### src/rtl/memory_controller.sv
// memory_controller
//   Command-driven initiator for the 4-byte memory_system. Accepts write,
//   read and dump commands over a valid/ready handshake, sequences the
//   store strobe with address/data setup and hold, and returns read bytes
//   over a valid/ready response channel.
//
//   state    | meaning
//   ---------+-----------------------------------------------------------
//   IDLE     | waiting for a command; cmd_ready high
//   W_SETUP  | address/data driven, store low (setup cycle)
//   W_STORE  | store high for STORE_CYCLES cycles
//   W_HOLD   | store low, address/data held (hold cycle)
//   R_SETTLE | address driven for READ_SETTLE cycles before sampling mem_q
//   R_RESP   | response byte presented until rsp_ready
//
// Ports:
//   clk, reset                    clock, synchronous active-high reset
//   cmd_valid/ready/op/addr/data  command channel
//   rsp_valid/ready/data/addr/last response channel
//   mem_data/store/addr, mem_q    memory_system interface
//   busy                          high whenever not IDLE
//
// Parameters (legal range 1-15):
//   STORE_CYCLES  cycles mem_store is held high per write
//   READ_SETTLE   cycles mem_addr is held before mem_q is sampled

module memory_controller #(
    parameter int STORE_CYCLES = 1,
    parameter int READ_SETTLE  = 1
) (
    input  logic       clk,
    input  logic       reset,
    input  logic       cmd_valid,
    output logic       cmd_ready,
    input  logic [1:0] cmd_op,
    input  logic [1:0] cmd_addr,
    input  logic [7:0] cmd_data,
    output logic       rsp_valid,
    input  logic       rsp_ready,
    output logic [7:0] rsp_data,
    output logic [1:0] rsp_addr,
    output logic       rsp_last,
    output logic [7:0] mem_data,
    output logic       mem_store,
    output logic [1:0] mem_addr,
    input  logic [7:0] mem_q,
    output logic       busy
);

    localparam logic [3:0] STORE_LOAD  = 4'(STORE_CYCLES);
    localparam logic [3:0] SETTLE_LOAD = 4'(READ_SETTLE);

    localparam logic [1:0] OP_WRITE = 2'b01;
    localparam logic [1:0] OP_READ  = 2'b10;
    localparam logic [1:0] OP_DUMP  = 2'b11;

    typedef enum logic [2:0] {
        IDLE,
        W_SETUP,
        W_STORE,
        W_HOLD,
        R_SETTLE,
        R_RESP
    } state_t;

    state_t     state;
    logic [3:0] cnt;
    logic [1:0] idx;
    logic       dump_mode;

    assign cmd_ready = (state == IDLE) && !reset;
    assign busy      = (state != IDLE);

    always_ff @(posedge clk) begin
        if (reset) begin
            state     <= IDLE;
            cnt       <= 4'd0;
            idx       <= 2'd0;
            dump_mode <= 1'b0;
            mem_data  <= 8'd0;
            mem_store <= 1'b0;
            mem_addr  <= 2'd0;
            rsp_valid <= 1'b0;
            rsp_data  <= 8'd0;
            rsp_addr  <= 2'd0;
            rsp_last  <= 1'b0;
        end else begin
            case (state)
                IDLE: begin
                    if (cmd_valid) begin
                        case (cmd_op)
                            OP_WRITE: begin
                                mem_addr <= cmd_addr;
                                mem_data <= cmd_data;
                                state    <= W_SETUP;
                            end
                            OP_READ: begin
                                mem_addr  <= cmd_addr;
                                dump_mode <= 1'b0;
                                cnt       <= SETTLE_LOAD;
                                state     <= R_SETTLE;
                            end
                            OP_DUMP: begin
                                mem_addr  <= 2'd0;
                                idx       <= 2'd0;
                                dump_mode <= 1'b1;
                                cnt       <= SETTLE_LOAD;
                                state     <= R_SETTLE;
                            end
                            default: ;
                        endcase
                    end
                end
                W_SETUP: begin
                    mem_store <= 1'b1;
                    cnt       <= STORE_LOAD;
                    state     <= W_STORE;
                end
                W_STORE: begin
                    // terminal count at 1: the strobe lasts exactly the load value
                    if (cnt == 4'd1) begin
                        mem_store <= 1'b0;
                        state     <= W_HOLD;
                    end else begin
                        cnt <= cnt - 4'd1;
                    end
                end
                W_HOLD: begin
                    state <= IDLE;
                end
                R_SETTLE: begin
                    if (cnt == 4'd1) begin
                        rsp_data  <= mem_q;
                        rsp_addr  <= mem_addr;
                        rsp_last  <= !dump_mode || (idx == 2'd3);
                        rsp_valid <= 1'b1;
                        state     <= R_RESP;
                    end else begin
                        cnt <= cnt - 4'd1;
                    end
                end
                R_RESP: begin
                    if (rsp_ready) begin
                        rsp_valid <= 1'b0;
                        if (rsp_last) begin
                            state <= IDLE;
                        end else begin
                            idx      <= idx + 2'd1;
                            mem_addr <= idx + 2'd1;
                            cnt      <= SETTLE_LOAD;
                            state    <= R_SETTLE;
                        end
                    end
                end
                default: state <= IDLE;
            endcase
        end
    end

endmodule
### config.mk
export PLATFORM = sky130hd
export DESIGN_NAME = memory_controller
export DESIGN_NICKNAME = d
export VERILOG_FILES = /design/src/rtl/memory_controller.sv
export SDC_FILE = /design/constraint.sdc
export NUM_CORES = 1
export LEC_CHECK = 0
export CORE_UTILIZATION = 43
export CTS_BUF_LIST = sky130_fd_sc_hd__clkbuf_8
export DETAILED_ROUTE_END_ITERATION = 16
export PLACE_DENSITY = 0.85
export SLEW_MARGIN = 10
export SYNTH_ARGS = -nofsm -noshare
export SYNTH_HDL_FRONTEND = slang
export SYNTH_SLANG_ARGS = --single-unit
### constraint.sdc
create_clock -name clk -period 1.85 [get_ports clk]
set_input_delay 0.4625 -clock clk [delete_from_list [all_inputs] [get_ports clk]]
set_output_delay 0.4625 -clock clk [all_outputs]
set_load 0.02 [all_outputs]
### Word-level counts from Yosys, hierarchy flattened

Index checks and enable logic that the tools add are counted.

* bits in registers: 33
* bits of input ports: 24
* word-level logic and storage cells: 82

* add/subtract/negate cells: 2
* eq/ne operators: 19
* muxes and demuxes: 27
* reductions and logical operators: 23

Operators with widths (number)
* $mux 4: 5
* $pmux 4 s4: 1
* $mux 3: 5
* $pmux 3 s5: 1
* $reduce_and 5->1: 3
* $ne 2x2->1 const B: 7
* $pmux 2 s2: 3
* $mux 2: 5
* $reduce_and 3->1: 3
* $reduce_bool 2->1: 4
* $eq 2x2->1 const B: 3
* $eq 3x3->1 const B: 2
* $ne 3x2->1 const B: 2
* $pmux 1 s2: 3
* $pmux 3 s2: 1
* $reduce_and 6->1: 1
* $reduce_or 2->1: 3
* $eq 4x1->1 const B: 1
* $reduce_and 2->1: 2
* $reduce_bool 4->1: 1
* $sub 4x1->4 const B: 1
* $eq 3x1->1 const B: 1
* $eq 3x2->1 const B: 1
* $logic_not 3->1: 1
* other kinds (8): 11

### Longest topological paths before layout

* word-level depth: 5
* depth in mapped cells: 7

### Worst setup path before layout

OpenSTA, ideal clock, no wires.

* path type: input port to flip-flop
* from: in cmd_op[0]
* to: reg cnt[2]
* setup time: 122 ps
* arrival: 1614 ps
* required time: 1728 ps
* path slack: 114 ps
* cell stages on the path: 5
* path buffers: 0
* path through: ha_1 nor3_1 and2_1 or3_4 a311o_1

* word-level cells in the longest chain between the ends: 4

RTL lines
* start, declared: line 35 `input logic [1:0] cmd_op,`
* $eq 2x2->1: line 91 `case (cmd_op)`
* $reduce_or 2->1 (no source line) *
* $ne 2x2->1 (no source line) *
* $reduce_and 6->1 (no source line) *
* end signal, assigned: line 125 `cnt <= cnt - 4'd1;`
* end signal, assigned: line 139 `cnt <= cnt - 4'd1;`
* end, declared: line 67 `logic [3:0] cnt;`

Every way passes the cells marked *; elsewhere a longest branch is shown, timed or not.
A chain may end at the register's enable or synchronous reset.

### Worst setup path in the final report

* from: reg state[0]
* to: reg cnt[2]

* word-level cells in the longest chain between the ends: 4

RTL lines
* start, declared: line 66 `state_t state;`
* start signal, assigned: line 76 `state <= IDLE;`
* start signal, assigned: line 95 `state <= W_SETUP;`
* start signal, assigned: line 101 `state <= R_SETTLE;`
* $eq 3x3->1 or $eq 3x2->1 (tied branches): line 88 `case (state)`
* $reduce_or 2->1 (no source line)
* $ne 2x2->1 (no source line) or $reduce_bool 4->1 (tied branches)
* $reduce_and 6->1 (no source line)

Parallel ways exist; a longest one is shown, timed or not.

==> impl_results.md <==
- CTS sink count: 33
- Starting density of the core: 46.15%
- Min Hold Slack: 0.4529 ns
- Area leader, netlist: dfxtp_1
- Layout Skew: 0.008428 ns
- TritonCTS buffer count: 5
- First-pass GRT wire length: 6679 um
- CP Data Arrival Time: 2.06 ns
- CTS tree: yes
- Layout cell share with drive strength beyond 1: 20.16%
- H-Tree Depth: 2
- Flops & latches, synth: 33
- Starting DRT DRC Count: 83
- Die X: 62.55 um
- Comb power frac: 55.5%
- Unrepaired setup endpoints after global routing: yes
- Routed Antenna Nets: 0
- Crit path time final: 1.879 ns
- Fmax: 532.3 MHz
- Compound-cell area share of the yosys netlist: 13.25%
- Sw Pwr: 1.326 mW
- Hold Path Class: flop to flop
- Number of vias per cell: 5.148
- Most frequent cells in the layout: clkdlybuf4s50_1 (42), dfxtp_1 (30), nand2_1 (25)
- Met2 global-route usage: 34.38%
- Synth top area share: 41.90%
- Number of iterations in the first detailed-routing pass: 4
- Met1 Use GR: 25.84%
- Main combinational cell family by area after synthesis: simple AND/OR/NAND/NOR gates
- Max-cap viol count: 0
- Placed Area: 2240 um^2
- Crit path capture type: flop
- Largest net degree at the start of global routing: 34
- Final Cycle Share: 101.6%
- Worst path required time: 2.03 ns
- Final hold violation count: 0
- Power Internal: 2.014 mW
- Violated checks: negative setup slack
- Wire length per cell: 13.10 um
- Mapped Area: 1577 um^2
- Outcome: finished, violations left
- Mapped Cells: 188
- Multiplexer share of the synthesized area: 7.698%
- Die Y-Extent: 62.55 um
- Final net count: 287
- PnR worst setup slack: -0.02868 ns
- Avg Inst Size Synth: 8.386 um^2
- Post-synthesis adder-cell area fraction: 4.762%
- Port Buffers: 48
- GRT met3 Usage: 5.292%
- Initial antenna violation count: 0
- Worst-path maximum fanout: 7
- XOR/XNOR Fraction of Synth Area: 1.111%
- Total Wirelength: 3983 um
- Area Overhead vs Synth: 51.19%
- Residual DRC: 0
- Clock transition at path regs: 0.07 ns
- Via Count: 1565
- Layout Utilization: 69.78%
- Cell Rows: 21
- P_leak: 1.005 nW
- Part of the power in registers: 28.8%
- Max Transition Viols Final: 0
- Sequential fraction of the synthesis area: 41.90%
- Slew at the pin closest to its max-slew limit: 0.4260 ns
- Maximum vdd ir drop: 0.8972 mV
- Clock Power Share: 15.7%
- CTS Buffer Depth: 2
- Switching Share: 39.69%
- Syn_nets: 218
- Slew HR: 71.38%
- Number of global-route vias before repair: 1547
- Final Cell Area: 2384 um^2
- Final Non-Filler Cells: 304
- Antenna diode instance count: 0
- Power Density: 1401 nW/um^2
- Gp weighted congestion: 0.8305
- GRT overflow: 0
- Commonest non-fill, non-tap cell in the layout: clkdlybuf4s50_1
- Simple-gate share of the synthesized area: 26.27%
- CTS root buffer: clkbuf_8
- Setup CP Type: flop to flop
- Synth cell types: 46
- Ports: 49
- Die ar.: 3913 um^2
- GRT Overall Usage: 21.78%
- Clk Latency, worst-skew pair: 0.30 ns
- Core Region: 3416 um^2
- Top cells by area, synth: dfxtp_1 (42%), mux2i_1 (7.0%), a21oi_1 (6.7%)
- Detailed placement HPWL: 2703 um
- GRT busiest layer: met2
- Worst Setup Start Kind: flop
- Placed cells: 292
- Syn. warnings: 0
- Final setup fails: 1
[state kept, by name, indices dropped and copies added, names as in the netlist]
name and flops:
idx 2, mem_store 1, rsp_addr 2, rsp_last 1, mem_data 8, mem_addr 2, rsp_data 8, rsp_valid 1
dump_mode 1, cnt 4, state 3
[synth_stat cells (all sizes together)]
cell type,number
a311o,1
nand2b,3
or4b,1
or3,1
and3b,1
nand2,25
dfxtp,33
xnor2,1
nor3,7
inv,9
and4b,1
nand3b,1
nor2,25
or4,1
xor2,1
nor2b,1
a211oi,2
o31ai,1
nand3,4
o41ai,1
o22ai,1
a21boi,1
a21oi,22
nand4b,1
ha,6
and2,2
clkbuf,8
o221ai,1
o21ai,2
mux2,1
and3,1
or3b,2
mux2i,11
nor4b,1
nor3b,3
a21o,1
a311oi,1
buf,3
[worst max-delay path: stages (launching register included)]
cell	delay, ns
dfxtp_4	0.36
buf_12	0.13
and2_4	0.14
a211oi_4	0.29
a21oi_2	0.08
or3_4	0.41
a311o_1	0.36
[timing repair]
action                     in CTS  in global routing
setup buffers                   1                  3
setup endpoints to repair       6                 16
pin swaps                       5                  4
gates resized for setup        14                 12
hold buffers                    0                  0
[logic make-up after synthesis]
family | Yosys count
buf+inv | 20
simple gates | 81
xor+xnor | 2
compound gates | 34
flops | 33
mux | 12
fa+ha+maj | 6
[stage by stage]
step	setup WS [ns]	TNS (ns)	power (mW)
6_report	-0.02868	-0.02868	3.340
5_1_grt	-0.08316	-0.1435	3.547
4_1_cts	0.03004	0	3.177
3_5_place_dp	-0.4537	-4.193	2.598
3_3_place_gp	-0.3787	-3.439	2.570
2_1_floorplan	0.1144	0	1.902
[cell type report]
| class | instances | area [um^2] |
|---|---|---|
| fillers | 269 | 1032 |
| multi-input cells | 135 | 877.1 |
| flip-flops and latches | 33 | 666.9 |
| repair buffers | 73 | 665.6 |
| clock buffers | 5 | 68.82 |
| well taps | 46 | 57.56 |
| inverters | 9 | 33.78 |
| clock inverters | 3 | 13.76 |
[power by group through the flow]
stage	registers (mW)	clock network, mW	logic [mW]
2_1_floorplan	0.994	0	0.908
3_3_place_gp	0.947	0	1.62
3_5_place_dp	0.951	0	1.65
4_1_cts	0.936	0.534	1.71
5_1_grt	0.981	0.562	2.00
6_report	0.961	0.525	1.85
[routing by layer]
layer	routed length (um)	part of all wire, %
met2	1858	47
met5	0	0
met4	79	2.0
met3	217	5.4
met1	1829	46
[worst paths after layout]
path | start | endpoint | slack [ns] | cells past startpoint
setup reg to reg | state[0] | cnt[2] | -0.03 | 6
hold / removal | rsp_data[4] | rsp_data[4] | 0.45 | 2
hold reg to reg | rsp_data[4] | rsp_data[4] | 0.45 | 2
setup / recovery | state[0] | cnt[2] | -0.03 | 6
No activity file was read; power rests on OpenSTA's default activity.
